--- src/rtl/mul_div_unit.sv ---
// ============================================================================
// Module   : mul_div_unit
// Purpose  : Iterative 32-bit multiply/divide unit with architectural HI/LO
//            registers. MULT/MULTU run a 32-cycle shift-add, DIV/DIVU run a
//            32-cycle restoring division on operand magnitudes, followed by
//            one sign-fix cycle. MTHI/MTLO write HI/LO in a single cycle.
// Ports    : clk      - clock, all state changes on rising edge
//            resetn   - asynchronous active-low reset
//            start_i  - request strobe (ignored while busy)
//            op_i     - 000 MULT, 001 MULTU, 010 DIV, 011 DIVU,
//                       100 MTHI, 101 MTLO, others no-op
//            a_i,b_i  - rs / rt operands
//            flush_i  - abort in-flight operation / drop request
//            busy_o   - MULT/DIV in flight
//            done_o   - one-cycle pulse when HI/LO receive a new result
//            hi_o,lo_o- HI / LO registers
// Revision : 1.0 - initial release
// ============================================================================
`default_nettype none

module mul_div_unit (
   input  logic        clk,
   input  logic        resetn,
   input  logic        start_i,
   input  logic [2:0]  op_i,
   input  logic [31:0] a_i,
   input  logic [31:0] b_i,
   input  logic        flush_i,
   output logic        busy_o,
   output logic        done_o,
   output logic [31:0] hi_o,
   output logic [31:0] lo_o
);

   typedef enum logic [1:0] {
      S_IDLE = 2'd0,
      S_CALC = 2'd1,
      S_FIX  = 2'd2
   } state_t;

   state_t      state_q,   state_d;
   logic [5:0]  cnt_q,     cnt_d;
   // acc[64:32] = partial product / partial remainder,
   // acc[31:0]  = multiplier bits / dividend bits shifting into quotient
   logic [64:0] acc_q,     acc_d;
   logic [31:0] opb_q,     opb_d;     // multiplicand or divisor magnitude
   logic        is_div_q,  is_div_d;
   logic        neg_res_q, neg_res_d; // negate product / quotient
   logic        neg_rem_q, neg_rem_d; // negate remainder (dividend sign)
   logic        div0_q,    div0_d;
   logic [31:0] hi_q,      hi_d;
   logic [31:0] lo_q,      lo_d;
   logic        busy_q,    busy_d;
   logic        done_q,    done_d;

   // Operand preparation: ops 000/010 are the signed flavours
   logic        w_signed, w_a_neg, w_b_neg;
   logic [31:0] w_a_mag, w_b_mag;
   assign w_signed = ~op_i[0];
   assign w_a_neg  = w_signed & a_i[31];
   assign w_b_neg  = w_signed & b_i[31];
   assign w_a_mag  = w_a_neg ? -a_i : a_i;
   assign w_b_mag  = w_b_neg ? -b_i : b_i;

   // One shift-add multiply step
   logic [32:0] w_mul_sum;
   assign w_mul_sum = acc_q[64:32] + (acc_q[0] ? {1'b0, opb_q} : 33'd0);

   // One restoring-division step; bit 33 of the trial is the borrow
   logic [32:0] w_div_shift;
   logic [33:0] w_div_trial;
   assign w_div_shift = {acc_q[63:32], acc_q[31]};
   assign w_div_trial = {1'b0, w_div_shift} - {2'b00, opb_q};

   // Sign correction of the finished magnitudes
   logic [63:0] w_prod_fix;
   logic [31:0] w_quo_fix, w_rem_fix;
   assign w_prod_fix = neg_res_q ? -acc_q[63:0] : acc_q[63:0];
   // With a zero divisor the restoring loop leaves quotient = all ones and
   // remainder = |a|; skipping quotient negation and restoring the dividend
   // sign on the remainder gives lo = 0xFFFFFFFF, hi = a directly.
   assign w_quo_fix  = (neg_res_q && !div0_q) ? -acc_q[31:0] : acc_q[31:0];
   assign w_rem_fix  = neg_rem_q ? -acc_q[63:32] : acc_q[63:32];

   always_comb begin
      state_d   = state_q;
      cnt_d     = cnt_q;
      acc_d     = acc_q;
      opb_d     = opb_q;
      is_div_d  = is_div_q;
      neg_res_d = neg_res_q;
      neg_rem_d = neg_rem_q;
      div0_d    = div0_q;
      hi_d      = hi_q;
      lo_d      = lo_q;
      busy_d    = busy_q;
      done_d    = 1'b0;

      case (state_q)
         S_IDLE: begin
            if (start_i && !flush_i) begin
               case (op_i)
                  3'b000, 3'b001, 3'b010, 3'b011: begin
                     acc_d     = {33'd0, w_a_mag};
                     opb_d     = w_b_mag;
                     is_div_d  = op_i[1];
                     neg_res_d = w_a_neg ^ w_b_neg;
                     neg_rem_d = w_a_neg;
                     div0_d    = (b_i == 32'd0);
                     cnt_d     = 6'd0;
                     busy_d    = 1'b1;
                     state_d   = S_CALC;
                  end
                  3'b100:  hi_d = a_i;
                  3'b101:  lo_d = a_i;
                  default: ;
               endcase
            end
         end

         S_CALC: begin
            if (flush_i) begin
               busy_d  = 1'b0;
               state_d = S_IDLE;
            end else begin
               if (is_div_q) begin
                  if (!w_div_trial[33]) begin
                     acc_d = {w_div_trial[32:0], acc_q[30:0], 1'b1};
                  end else begin
                     acc_d = {w_div_shift, acc_q[30:0], 1'b0};
                  end
               end else begin
                  acc_d = {1'b0, w_mul_sum, acc_q[31:1]};
               end
               cnt_d = cnt_q + 6'd1;
               if (cnt_q == 6'd31) begin
                  state_d = S_FIX;
               end
            end
         end

         S_FIX: begin
            busy_d  = 1'b0;
            state_d = S_IDLE;
            if (!flush_i) begin
               done_d = 1'b1;
               if (is_div_q) begin
                  hi_d = w_rem_fix;
                  lo_d = w_quo_fix;
               end else begin
                  hi_d = w_prod_fix[63:32];
                  lo_d = w_prod_fix[31:0];
               end
            end
         end

         default: begin
            busy_d  = 1'b0;
            state_d = S_IDLE;
         end
      endcase
   end

   always_ff @(posedge clk or negedge resetn) begin
      if (!resetn) begin
         state_q   <= S_IDLE;
         cnt_q     <= 6'd0;
         acc_q     <= 65'd0;
         opb_q     <= 32'd0;
         is_div_q  <= 1'b0;
         neg_res_q <= 1'b0;
         neg_rem_q <= 1'b0;
         div0_q    <= 1'b0;
         hi_q      <= 32'd0;
         lo_q      <= 32'd0;
         busy_q    <= 1'b0;
         done_q    <= 1'b0;
      end else begin
         state_q   <= state_d;
         cnt_q     <= cnt_d;
         acc_q     <= acc_d;
         opb_q     <= opb_d;
         is_div_q  <= is_div_d;
         neg_res_q <= neg_res_d;
         neg_rem_q <= neg_rem_d;
         div0_q    <= div0_d;
         hi_q      <= hi_d;
         lo_q      <= lo_d;
         busy_q    <= busy_d;
         done_q    <= done_d;
      end
   end

   assign busy_o = busy_q;
   assign done_o = done_q;
   assign hi_o   = hi_q;
   assign lo_o   = lo_q;

endmodule

`default_nettype wire

--- config.mk ---
export PLATFORM = sky130hd
export DESIGN_NAME = mul_div_unit
export DESIGN_NICKNAME = d
export VERILOG_FILES = /design/src/rtl/mul_div_unit.sv
export SDC_FILE = /design/constraint.sdc
export NUM_CORES = 1
export LEC_CHECK = 0
export CAP_MARGIN = 5
export CORE_UTILIZATION = 25
export DETAILED_ROUTE_END_ITERATION = 8
export PLACE_DENSITY_LB_ADDON = 0.12
export SETUP_SLACK_MARGIN = 0.05
export SLEW_MARGIN = 10
export SYNTH_ARGS = -nofsm -noshare
export SYNTH_HDL_FRONTEND = slang
export SYNTH_SLANG_ARGS = --single-unit
--- constraint.sdc ---
create_clock -name clk -period 6.96 [get_ports clk]
set_input_delay 0.696 -clock clk [delete_from_list [all_inputs] [get_ports clk]]
set_output_delay 0.696 -clock clk [all_outputs]
set_load 0.02 [all_outputs]
After elaboration in Yosys (flattened, before gate mapping)
Cells that the tools add are included.
{ "op_classes": {"addsub": 8, "mul": 0, "div": 0, "n_lt_le_gt_ge": 0, "n_eq_ne": 16, "n_shift": 0, "mux": 37, "bitwise": 4, "n_reduce_logical": 16} }
{ "ops": {"columns": ["cell", "count"], "rows": [
  ["32-bit 2-to-1 mux", 13],
  ["65-bit 2-to-1 mux", 5],
  ["65-bit case mux with 2 select lines", 1],
  ["32-bit negation", 4],
  ["32-bit case mux with 2 select lines", 2],
  ["64-bit 2-to-1 mux", 1],
  ["64-bit negation", 1],
  ["33-bit by 32-bit subtractor with 34-bit output", 1],
  ["33-bit by 32-bit adder with 33-bit output", 1],
  ["32-bit zero test", 1],
  ["6-bit 2-to-1 mux", 3],
  ["6-bit case mux with 2 select lines", 1],
  ["4-bit AND reduction", 3],
  ["3-bit AND reduction", 3],
  ["2-bit 2-to-1 mux", 4],
  ["2-bit != test (second input constant)", 4],
  ["6-bit by 1-bit adder with 6-bit output (second input constant)", 1],
  ["3-bit by 2-bit equality test with 1-bit output (second input constant)", 2],
  ["3-bit equality test (second input constant)", 2],
  ["6-bit by 5-bit equality test with 1-bit output (second input constant)", 1],
  ["2-bit by 1-bit != test with 1-bit output (second input constant)", 3],
  ["1-bit 2-to-1 mux", 5],
  ["2-bit case mux with 2 select lines", 1],
  ["2-bit nonzero test", 2],
  ["13 further kinds", 16]
]} }
{ "word_totals": {"register_bits": 175, "latch_bits": 0, "ramBits": 0, "romBits": 0, "input_bits": 71, "mem_count": 0} }

Logic depth before layout (Yosys ltp)
{ "depth": {"ltp_word": 6, "depth_mapped": 14, "depth_no_buf": 13} }

Least setup slack after synthesis
No wires, ideal clock.
{ "synth_path": {"kind": "register to register", "startpoint": "register acc_q[13]", "endpoint": "register hi_q[7], in the netlist hi_o[7]", "arrival_ps": 3303, "slack_ps": 3561, "path_stages_with_launch": 11, "period_less_slack_ps": 3399, "path_cell_list": "dfrtp_1 -> or4_4 -> or4_4 -> nor4_2 -> or4b_4 -> and2_1 -> buf_2 -> o31ai_2 -> xnor2_1 -> nor2_1 -> o31ai_1"} }
{ "synth_via": {"elab_chain_len": 5} }
{ "synth_rtl": {"columns": ["element", "line", "text"], "rows": [
  ["from (decl)", "45", "logic [64:0] acc_q, acc_d;"],
  ["from (signal assigned)", "168", "acc_q <= 65'd0;"],
  ["from (signal assigned)", "181", "acc_q <= acc_d;"],
  ["64-bit negation", "78", "assign w_prod_fix = neg_res_q ? -acc_q[63:0] : acc_q[63:0];"],
  ["64-bit 2-to-1 mux", "78", null],
  ["32-bit 2-to-1 mux", "147", "if (is_div_q) begin"],
  ["32-bit 2-to-1 mux", "145", "if (!flush_i) begin"],
  ["32-bit case mux with 2 select lines", "99", "case (state_q)"],
  ["to (signal assigned)", "187", "hi_q <= hi_d;"],
  ["to (decl)", "51", "logic [31:0] hi_q, hi_d;"]
]} }
Every way passes these cells. The select of a mux whose other input is x is not followed.
A chain may end at the register's enable or synchronous reset.

Worst setup path in the final report
{ "layout_path": {"startpoint": "register acc_q[0]", "endpoint": "register acc_q[59]"} }
{ "layout_via": {"elab_chain_len": 5} }
{ "layout_rtl": {"columns": ["element", "line", "text"], "rows": [
  ["32-bit 2-to-1 mux", "67", "assign w_mul_sum = acc_q[64:32] + (acc_q[0] ? {1'b0, opb_q} : 33'd0);"],
  ["33-bit by 32-bit adder with 33-bit output", "67", null],
  ["65-bit 2-to-1 mux", "126", "if (is_div_q) begin"],
  ["65-bit 2-to-1 mux", "122", "if (flush_i) begin"],
  ["65-bit case mux with 2 select lines", "99", null]
]} }
Every way passes these cells. The select of a mux whose other input is x is not followed.

==> impl_metrics.json <==
{
  "drtIter0Drc": 1163,
  "gp_congestion": 0.9139,
  "synth_edf_count": 0,
  "dr.pass1.iters": 5,
  "die_w_um": 240.0,
  "post_cts_resized": 0,
  "clk_pin_slew_ns": 0.07,
  "min_period_over_period_pct": 61.34,
  "rr_startpoint": "acc_q[0]",
  "gr-total-overflow": 0,
  "cts.hold.buffers_added": 0,
  "p_per_area_nw_per_um2": 350.8,
  "crit_required_ns": 7.33,
  "critPathMaxFanout": 32,
  "clock_sinks": 175,
  "grt_max_degree": 65,
  "grt_util_all_layers_pct": 19.15,
  "grt_pass1_vias": 13310,
  "drcViolationCount": 0,
  "yosys_warnings": 0,
  "worstSetupPathType": "reg2reg",
  "wl_per_cell_um": 20.70,
  "synthesis.area_um2": 14150,
  "stdcell_area_um2": 16930,
  "setup_tns_ns": 0,
  "setup_viol": 0,
  "crit_path_end_kind": "flip-flop",
  "crit_path_start_kind": "flip-flop",
  "io_pins": 137,
  "ys.flop_type": "dfrtp_1",
  "avgViaCountPerCell": 5.173,
  "cp_data_arrival_time_ns": 4.64,
  "place_hpwl_mm": 41.64,
  "syn_avg_cell_area_um2": 7.917,
  "routed_wl_mm": 54.56,
  "hp-class": "in2async",
  "final_layout_size_suffix_gt1_share_pct": 4.663,
  "synth.distinct_cells": 72,
  "synth_area_leaders": "dfrtp_1 31%, ha_1 6.1%, o21ai_0 6.0%",
  "post_dp_cell_area_um2": 16330,
  "htree_levels": 4,
  "ys_top_cells_by_count": "205 x nand2_1, 177 x nor2_1, 175 x dfrtp_1",
  "rows": 86,
  "outcome": "completed",
  "io_buffers": 136,
  "tightest_slew_ns": 1.266,
  "timing.max_cap.violations": 0,
  "fin_skew_ns": 0.01688,
  "yosysMostFrequentCell": "nand2_1",
  "vdd_drop_max_uv": 243.6,
  "clockBufferDepth": 2,
  "finalHoldViolations": 0,
  "cts-root-buf": "clkbuf_16",
  "finalNetCount": 2016,
  "vias": 13630,
  "antenna_found_initial": 0,
  "start_util_pct": 25.49,
  "slew_headroom_pct": 15.28,
  "design.die.area_um2": 57580,
  "yosysTopAreaCell": "dfrtp_1",
  "tritoncts": "built",
  "grt_pass1_wl_mm": 82.30,
  "fmaxAchievable_mhz": 234.2,
  "syn_to_final_growth_pct": 19.62,
  "crit_path_start": "acc_q[0]",
  "synth.net_count": 1930,
  "numCtsBuffers": 17,
  "worst_slack_ns": 2.691,
  "async_flop_share_pct": 100.0,
  "preCtsSetupSlack_ns": 2.697,
  "post-cts-setup-buffers": 0,
  "period_needed_ns": 4.269,
  "rsz0062_at_grt": "false",
  "synth_cells": 1788,
  "antenna_cells": 0,
  "drtAntennaViolNets": 0,
  "insertion_delay_ns": 0.50,
  "die_h_um": 240.0,
  "core_um2": 55520,
  "synth-seq-cells": 175,
  "yosysTopAreaCellShare_pct": 30.94,
  "slew_violations": 0,
  "p_leak_nw": 7.136,
  "yosysSeqAreaShare_pct": 30.94
}
[critical path, stage by stage, from the launching register on]
cell and delay [ns]:
dfrtp_1 0.47, inv_1 0.83, nor2_1 0.13, ha_1 0.41
o211ai_1 0.11, a21oi_1 0.28, o2111ai_1 0.18, a211o_1 0.35
a31oi_1 0.54, a31oi_1 0.22, o21bai_1 0.19, xor2_1 0.09
a221o_1 0.32
[kinds of logic after synthesis]
group                    synth area share, %
flip-flops                             30.94
AO/OA/AOI/OAI                          24.68
multiplexers                           2.731
buffers and inverters                  4.075
AND/OR/NAND/NOR                        20.86
XOR/XNOR                               10.33
adder cells (fa/ha/maj)                6.382
[cell usage in the layout (no fill, tap or decap), types with 21 or more instances in the layout]
cell type and instances:
a21o_1 29, a21oi_1 160, and3_1 23, buf_4 21
clkdlybuf4s50_1 135, dfrtp_1 174, ha_1 69, inv_1 63
mux2i_1 33, nand2_1 204, nand3_1 43, nor2_1 176
nor2b_1 25, nor3_1 29, o21ai_0 169, o221ai_1 24
o31ai_1 33, xnor2_1 92, xor2_1 75
[worst paths after layout]
| check | to | slack (ns) | depth (start not counted) |
|---|---|---|---|
| min in group clk | lo_o[17] | 0.48 | 2 |
| max | acc_q[59] | 2.69 | 12 |
| min reg2reg | lo_o[17] | 0.48 | 2 |
| max reg2reg | acc_q[59] | 2.69 | 12 |
| max in group asynchronous | acc_q[59] | 5.55 | 2 |
| min | done_o | 0.15 | 1 |
[report_power, final]
part / internal, mW / switching [mW] / total [mW]
clock: 0.539 / 0.496 / 1.03
sequential: 1.27 / 0.453 / 1.72
combinational: 1.27 / 1.91 / 3.19
[flip-flops by register name (all words and copies together), names as in the netlist]
register	count
state_q	2
opb_q	32
cnt_q	6
done_o	1
neg_res_q	1
hi_o	32
div0_q	1
acc_q	65
is_div_q	1
lo_o	32
busy_o	1
neg_rem_q	1
[layout make-up]
type                            instances  area [um2]
Inverter                               63       236.5
Fill cell                            6063       38590
Tap cell                              748       935.9
Multi-Input combinational cell       1460        9250
Sequential cell                       175        4380
Clock inverter                         15       181.4
Timing Repair Buffer                  157        1523
Clock buffer                           17       425.4
[layer usage]
layer	up-vias	global-route usage (%)	share of wire [%]	wire [um]
met5	-	0	0	0
li1	6639	-	-	-
met4	0	6.543	2.4	1332
met2	395	31.30	46	25190
met1	6529	25.08	46	25170
met3	69	3.777	5.2	2864
[per-stage QoR]
| step | power [mW] | util (%) | instances | hold WS, ns |
|---|---|---|---|---|
| after CTS | 5.954 | 30.50 | 2635 | 0.1595 |
| final | 5.940 | 30.50 | 2635 | 0.1549 |
| after detailed placement | 4.890 | 29.40 | 2603 | 0.4695 |
| after global routing | 6.366 | 30.50 | 2635 | 0.1781 |
| after global placement | 4.903 | 29.40 | 2603 | 0.4618 |
| after floorplan | 3.712 | - | 1788 | 0.4004 |
Power figures use the tool's default switching activity.
